## config.mk

```make
export PLATFORM = sky130hd
export DESIGN_NAME = rpg_gen
export DESIGN_NICKNAME = d
export VERILOG_FILES = /design/src/rtl/rpg_pkg.sv /design/src/rtl/rpg_lfsr.sv /design/src/rtl/rpg_gen.sv
export SDC_FILE = /design/constraint.sdc
export NUM_CORES = 1
export LEC_CHECK = 0
export ABC_AREA = 0
export ABC_CLOCK_PERIOD_IN_PS = 9400
export BUFFER_PORTS_ARGS = -buffer_cell sky130_fd_sc_hd__buf_4
export CORE_MARGIN = 4
export CORE_UTILIZATION = 63
export CTS_BUF_LIST = sky130_fd_sc_hd__clkbuf_16
export DETAILED_ROUTE_END_ITERATION = 10
export GPL_TIMING_DRIVEN = 0
export PLACE_DENSITY_LB_ADDON = 0.3
export SLEW_MARGIN = 20
export SYNTH_ARGS = -nofsm -noshare
export SYNTH_HDL_FRONTEND = slang
export SYNTH_HIERARCHICAL = 1
export SYNTH_SLANG_ARGS = --single-unit
```

## constraint.sdc

```tcl
create_clock -name CLK -period 9.4 [get_ports CLK]
set_input_delay 2.82 -clock CLK [delete_from_list [all_inputs] [get_ports CLK]]
set_output_delay 2.82 -clock CLK [all_outputs]
set_load 0.005 [all_outputs]
```

## src/rtl/rpg_pkg.sv

```systemverilog
// Reference pattern generator shared definitions.
// Modes, tap pairs, FSM states and the LFSR seed.
package rpg_pkg;

  typedef enum logic [1:0] {
    MODE_PRBS7  = 2'd0,
    MODE_PRBS15 = 2'd1,
    MODE_PRBS23 = 2'd2,
    MODE_PRBS31 = 2'd3
  } mode_e;

  typedef enum logic [1:0] {
    IDLE = 2'd0,
    PRE  = 2'd1,
    MARK = 2'd2,
    RUN  = 2'd3
  } state_e;

  localparam int LFSR_W = 31;
  localparam logic [LFSR_W-1:0] SEED = '1;

  localparam logic [4:0] N7  = 5'd7;
  localparam logic [4:0] T7  = 5'd6;
  localparam logic [4:0] N15 = 5'd15;
  localparam logic [4:0] T15 = 5'd14;
  localparam logic [4:0] N23 = 5'd23;
  localparam logic [4:0] T23 = 5'd18;
  localparam logic [4:0] N31 = 5'd31;
  localparam logic [4:0] T31 = 5'd28;

  function automatic logic [4:0] tap_n(mode_e m);
    logic [4:0] r;
    r = N7;
    unique case (m)
      MODE_PRBS7:  r = N7;
      MODE_PRBS15: r = N15;
      MODE_PRBS23: r = N23;
      MODE_PRBS31: r = N31;
      default:     r = N7;
    endcase
    return r;
  endfunction

  function automatic logic [4:0] tap_t(mode_e m);
    logic [4:0] r;
    r = T7;
    unique case (m)
      MODE_PRBS7:  r = T7;
      MODE_PRBS15: r = T15;
      MODE_PRBS23: r = T23;
      MODE_PRBS31: r = T31;
      default:     r = T7;
    endcase
    return r;
  endfunction

  function automatic logic [LFSR_W-1:0] act_mask(mode_e m);
    logic [LFSR_W-1:0] r;
    r = 31'h0000007f;
    unique case (m)
      MODE_PRBS7:  r = 31'h0000007f;
      MODE_PRBS15: r = 31'h00007fff;
      MODE_PRBS23: r = 31'h007fffff;
      MODE_PRBS31: r = 31'h7fffffff;
      default:     r = 31'h0000007f;
    endcase
    return r;
  endfunction

endpackage

```

## src/rtl/rpg_lfsr.sv

```systemverilog
// 31-bit Fibonacci LFSR with mode-selected taps.
// Inactive upper bits are forced to one.
module rpg_lfsr
  import rpg_pkg::*;
(
  input  logic  CLK,
  input  logic  RST,
  input  logic  load,
  input  logic  en,
  input  mode_e mode,
  output logic  bit_out
);

  logic [LFSR_W-1:0] s_q;
  logic [4:0]        n_idx;
  logic [4:0]        t_idx;

  // feedback bit from the two active taps
  always_comb begin
    n_idx   = tap_n(mode) - 5'd1;
    t_idx   = tap_t(mode) - 5'd1;
    bit_out = s_q[n_idx] ^ s_q[t_idx];
  end

  // shift state; reload restores the seed
  always_ff @(posedge CLK or posedge RST) begin
    if (RST) begin
      s_q <= SEED;
    end else if (load) begin
      s_q <= SEED;
    end else if (en) begin
      s_q <= {s_q[LFSR_W-2:0], bit_out} | ~act_mask(mode);
    end
  end

endmodule

```

## src/rtl/rpg_gen.sv

```systemverilog
// Preamble / marker / PRBS pattern generator with reference delay.
// RPG_ERR_INJ_EN adds INJ_ERR / INJ_CNT single-bit error injection.
module rpg_gen
  import rpg_pkg::*;
#(
  parameter int PRE_LEN = 16,
  parameter int MAX_DLY = 64,
  parameter int DLY_W   = 6
) (
  input  logic             CLK,
  input  logic             RST,
  input  logic             START,
  input  logic [1:0]       MODE,
  input  logic [DLY_W-1:0] DLY_SEL,
  output logic             DUT_DATA,
  output logic             RPG_OUT,
  output logic             RUNNING,
`ifdef RPG_ERR_INJ_EN
  input  logic             INJ_ERR,
  output logic [15:0]      INJ_CNT,
`endif
  output logic [31:0]      BIT_CNT
);

  state_e             state_q;
  state_e             state_d;
  logic [7:0]         pre_q;
  logic [7:0]         pre_d;
  logic               start_q;
  logic               start_rise;
  mode_e              mode_q;
  logic               launch;
  logic               lfsr_ld;
  logic               lfsr_en;
  logic               lfsr_bit;
  logic               dut_nxt;
  logic               dut_ref;
  logic               inj_fire;
  logic [MAX_DLY-2:0] dly_q;
  logic [MAX_DLY-1:0] taps;
  logic [DLY_W-1:0]   sel;

  assign start_rise = START & ~start_q;
  assign RUNNING    = (state_q == RUN);

  rpg_lfsr u_lfsr (
    .CLK     (CLK),
    .RST     (RST),
    .load    (lfsr_ld),
    .en      (lfsr_en),
    .mode    (mode_q),
    .bit_out (lfsr_bit)
  );

  // next state, preamble count and next serial bit
  always_comb begin
    state_d = state_q;
    pre_d   = pre_q;
    launch  = 1'b0;
    lfsr_ld = 1'b0;
    lfsr_en = 1'b0;
    dut_nxt = 1'b0;
    unique case (state_q)
      IDLE: begin
        if (start_rise) begin
          state_d = PRE;
          pre_d   = 8'(PRE_LEN);
          launch  = 1'b1;
        end
      end
      PRE: begin
        if (!START) begin
          state_d = IDLE;
        end else if (pre_q == 8'd1) begin
          state_d = MARK;
          lfsr_ld = 1'b1;
          dut_nxt = 1'b1;
        end else begin
          pre_d = pre_q - 8'd1;
        end
      end
      MARK, RUN: begin
        if (!START) begin
          state_d = IDLE;
        end else begin
          state_d = RUN;
          lfsr_en = 1'b1;
          dut_nxt = lfsr_bit;
        end
      end
      default: state_d = IDLE;
    endcase
  end

`ifdef RPG_ERR_INJ_EN
  logic inj_q;

  assign inj_fire = INJ_ERR & ~inj_q & (state_q == RUN) & START;

  // injection edge detect and saturating count
  always_ff @(posedge CLK or posedge RST) begin
    if (RST) begin
      inj_q   <= 1'b0;
      INJ_CNT <= '0;
    end else begin
      inj_q <= INJ_ERR;
      if (inj_fire && INJ_CNT != 16'hffff) begin
        INJ_CNT <= INJ_CNT + 16'd1;
      end
    end
  end
`else
  assign inj_fire = 1'b0;
`endif

  // FSM, run bookkeeping and registered stimulus
  always_ff @(posedge CLK or posedge RST) begin
    if (RST) begin
      state_q  <= IDLE;
      pre_q    <= '0;
      start_q  <= 1'b1;
      mode_q   <= MODE_PRBS7;
      BIT_CNT  <= '0;
      DUT_DATA <= 1'b0;
      dut_ref  <= 1'b0;
    end else begin
      state_q  <= state_d;
      pre_q    <= pre_d;
      start_q  <= START;
      DUT_DATA <= dut_nxt ^ inj_fire;
      dut_ref  <= dut_nxt;
      if (launch) begin
        mode_q  <= mode_e'(MODE);
        BIT_CNT <= '0;
      end else if (lfsr_en) begin
        BIT_CNT <= BIT_CNT + 32'd1;
      end
    end
  end

  // clamp the delay select to the line depth
  always_comb begin
    taps = {dly_q, dut_ref};
    sel  = DLY_SEL;
    if (int'(DLY_SEL) >= MAX_DLY) begin
      sel = DLY_W'(MAX_DLY - 1);
    end
  end

  // free-running delay line and registered reference tap
  always_ff @(posedge CLK or posedge RST) begin
    if (RST) begin
      dly_q   <= '0;
      RPG_OUT <= 1'b0;
    end else begin
      dly_q   <= taps[MAX_DLY-2:0];
      RPG_OUT <= taps[sel];
    end
  end

endmodule

```

==> metrics.cfg <==
[placement]
gp_congestion = 0.8564
dp.cells = 603
dpl.hpwl_um = 7507
port-buffer-count = 42

[timing]
max_freq_mhz = 224.2
skew_ps = 7.822
setup-tns-final_ps = 0
final.period_utilization = 0.4745
slew_viol_final = 0
worst_pin_slew_ps = 726.0
period_needed_ps = 4460
hold_viol = 0
relSlewSlack = 0.5134
finalSetupViolCount = 0
rsz0062_at_grt = no

[setup_path]
r2r_start = pre_q[4]
cpMostUsedCell = buf_2
r2r_cells = 8
crit_path_start_kind = primary input
arrival_ps = 4730
required_ps = 9670
critPathMaxStageDelay_ps = 540
critPathSlowestCell = mux4_2
cp_max_fo = 10
endpoint_kind = register
ff2ff_setup_slack_ps = 6970
crit_chain = buf_2 -> buf_2 -> mux4_2 -> nor2b_1 -> a2111oi_0 -> nor3_1
path_class = primary input to register
reg2reg_to = u_lfsr/s_q[29]

[finish]
utilization = 0.7757
final_nets = 528
drive_gt1_frac = 0.2732
final_cell_count_no_fill = 635
area_growth_pct = 18.56
diodes = 0

[detailed_routing]
drt_iter0_drc = 187
via_per_inst = 6.063
postRouteAntennaNets = 0
drc = 0
num_vias = 3850
dr.pass1.iters = 4
wire_per_inst_um = 18.66
wl_um = 11850

[synthesis]
avgSynthCellArea_um2 = 12.81
ys_ff_latch = 141
yosys-top-cells-area = dfrtp_1 47%, dfstp_2 15%, mux4_2 6.2%
synth_area_leader_cell = dfrtp_1
synthCells = 452
synth_top_area_share = 0.4711
synth_edf_count = 0
async_flop_share = 1.000
syn_area_um2 = 5789
syn_nets = 466
synth_top_flop_cell = dfrtp_1
synthDistinctLibCells = 48
synth-seq-area-share = 0.6164
yosysWarningCount = 6

[die]
die-area_um2 = 10790
core-area_um2 = 8848
fp-row-count = 34
die_x_um = 103.9
initial_utilization = 0.6543
die_y_um = 103.9
io-pin-count = 46

[global_routing]
grt_pass1_wl_um = 20180
antenna_found_initial = 0
grt-ovfl-total = 0
grt_pass1_vias = 4011
grt_use_total = 0.2363
grt_max_degree = 74

[cts]
clockBufferDepth = 2
path_clk_slew_ps = 60
clock_latency_ps = 410
cts-root-buf = clkbuf_16
cts.repair.resized = 0
postCtsSetupBuffers = 0
clkSinkCount = 141
cts_tree = built
hold_buffers = 0
cts_buffers = 17
ctsHtreeMaxLevel = 4

[hold_path]
hp-start = dly_q[41]
hp-class = register to register
hold_path_end = dly_q[42]
min_path_cells = 0

[pwr]
powerDensity_nw_per_um2 = 241.4
vdd_ir_drop_max_uv = 178.3
p_leak_nw = 3.247

[flow_run]
cap_viol_max_count = 0

[run_status]
status = completed

area by class of cell:
| class | count | area (um^2) |
|---|---|---|
| Inverter | 12 | 50.05 |
| Tap cell | 108 | 135.1 |
| Clock buffer | 17 | 425.4 |
| Timing Repair Buffer | 43 | 342.8 |
| Clock inverter | 15 | 161.4 |
| Sequential cell | 141 | 3568 |
| Buffer | 21 | 88.84 |
| Multi-Input combinational cell | 278 | 2092 |
| Fill cell | 510 | 1984 |
cell usage in the layout, fill, tap and decap left out, types with 3 or more instances in the layout:
master	count
a21oi_1	10
nand2_1	25
inv_6	6
xor2_1	26
clkbuf_16	17
buf_2	6
dfrtp_1	109
clkinvlp_4	6
nand3_1	11
dfstp_2	32
nor3_1	4
and2_1	5
and4_1	4
o31ai_1	4
a211o_1	6
nor2b_1	13
and3_1	6
nor2_1	33
mux4_2	16
nand3b_1	8
clkbuf_1	13
inv_1	10
o21ai_0	19
buf_4	42
nand4_1	15
o22a_1	14
or3_1	10
xnor2_1	4
mux2_2	3
nand2b_1	10
mux2i_1	4
o211ai_1	3
ha_1	3
stage by stage:
| step | cell area, um^2 | hold slack [ps] | worst slack (ps) | power [W] |
|---|---|---|---|---|
| after floorplan | 5789 | 348.6 | 3679 | 0.0009495 |
| after global placement | 6240 | 352.0 | 2654 | 0.0009880 |
| after detailed placement | 6277 | 358.0 | 4590 | 0.001005 |
| after CTS | 6864 | 368.7 | 4941 | 0.001670 |
| after global routing | 6864 | 380.9 | 4667 | 0.001734 |
| final | 6864 | 367.9 | 4940 | 0.001657 |
registers in the layout (all words and copies together) (netlist names):
name / flops
start_q: 1
dly_q: 63
u_lfsr/s_q: 31
pre_q: 8
dut_ref: 1
state_q: 2
BIT_CNT: 32
mode_q: 2
RPG_OUT: 1
cells by family after synthesis:
family,count (synthesis),synth area share
xor+xnor,30,0.04539
buf+inv,33,0.02313
flops,141,0.6164
simple gates,156,0.1552
compound gates,66,0.07846
mux,23,0.07500
fa+ha+maj,3,0.006484
report_power, final:
| group | internal, W | switching, W | total [W] |
|---|---|---|---|
| Sequential | 0.000737 | 0.0000627 | 0.000800 |
| Combinational | 0.000106 | 0.0000952 | 0.000202 |
| Clock | 0.000394 | 0.000262 | 0.000656 |
synth_stat cells, drive strengths merged (12+ instances only):
| cell | instances |
|---|---|
| nor2 | 33 |
| clkbuf | 15 |
| o21ai | 20 |
| dfrtp | 109 |
| dfstp | 32 |
| nand2 | 25 |
| xor2 | 26 |
| o22a | 16 |
| nor2b | 13 |
| inv | 12 |
| mux4 | 16 |
| nand4 | 18 |
worst max-delay path by stage:
| stage | start | cells after the start | endpoint |
|---|---|---|---|
| 2_1_floorplan | RST | 1 | BIT_CNT[0] |
| 3_3_place_gp | RST | 2 | dly_q[52] |
| 3_5_place_dp | DLY_SEL[0] | 7 | RPG_OUT |
| 4_1_cts | DLY_SEL[0] | 6 | RPG_OUT |
| 5_1_grt | DLY_SEL[0] | 6 | RPG_OUT |
| 6_report | DLY_SEL[0] | 6 | RPG_OUT |
worst max-delay path: cells and delay by family:
family	cells	cell delay (ps)
buffers and inverters	2	590
and+or+nand+nor	2	230
muxes	1	540
AOI/OAI and AO/OA	1	540
per-layer routing:
layer	GRT usage	wire length [um]	vias to the layer above
li1	-	-	1737
met1	0.3141	4967	1988
met2	0.3709	6133	105
met3	0.06207	583	20
met4	0.1035	167	0
met5	0	0	-
(Power assumes the default switching activity.)
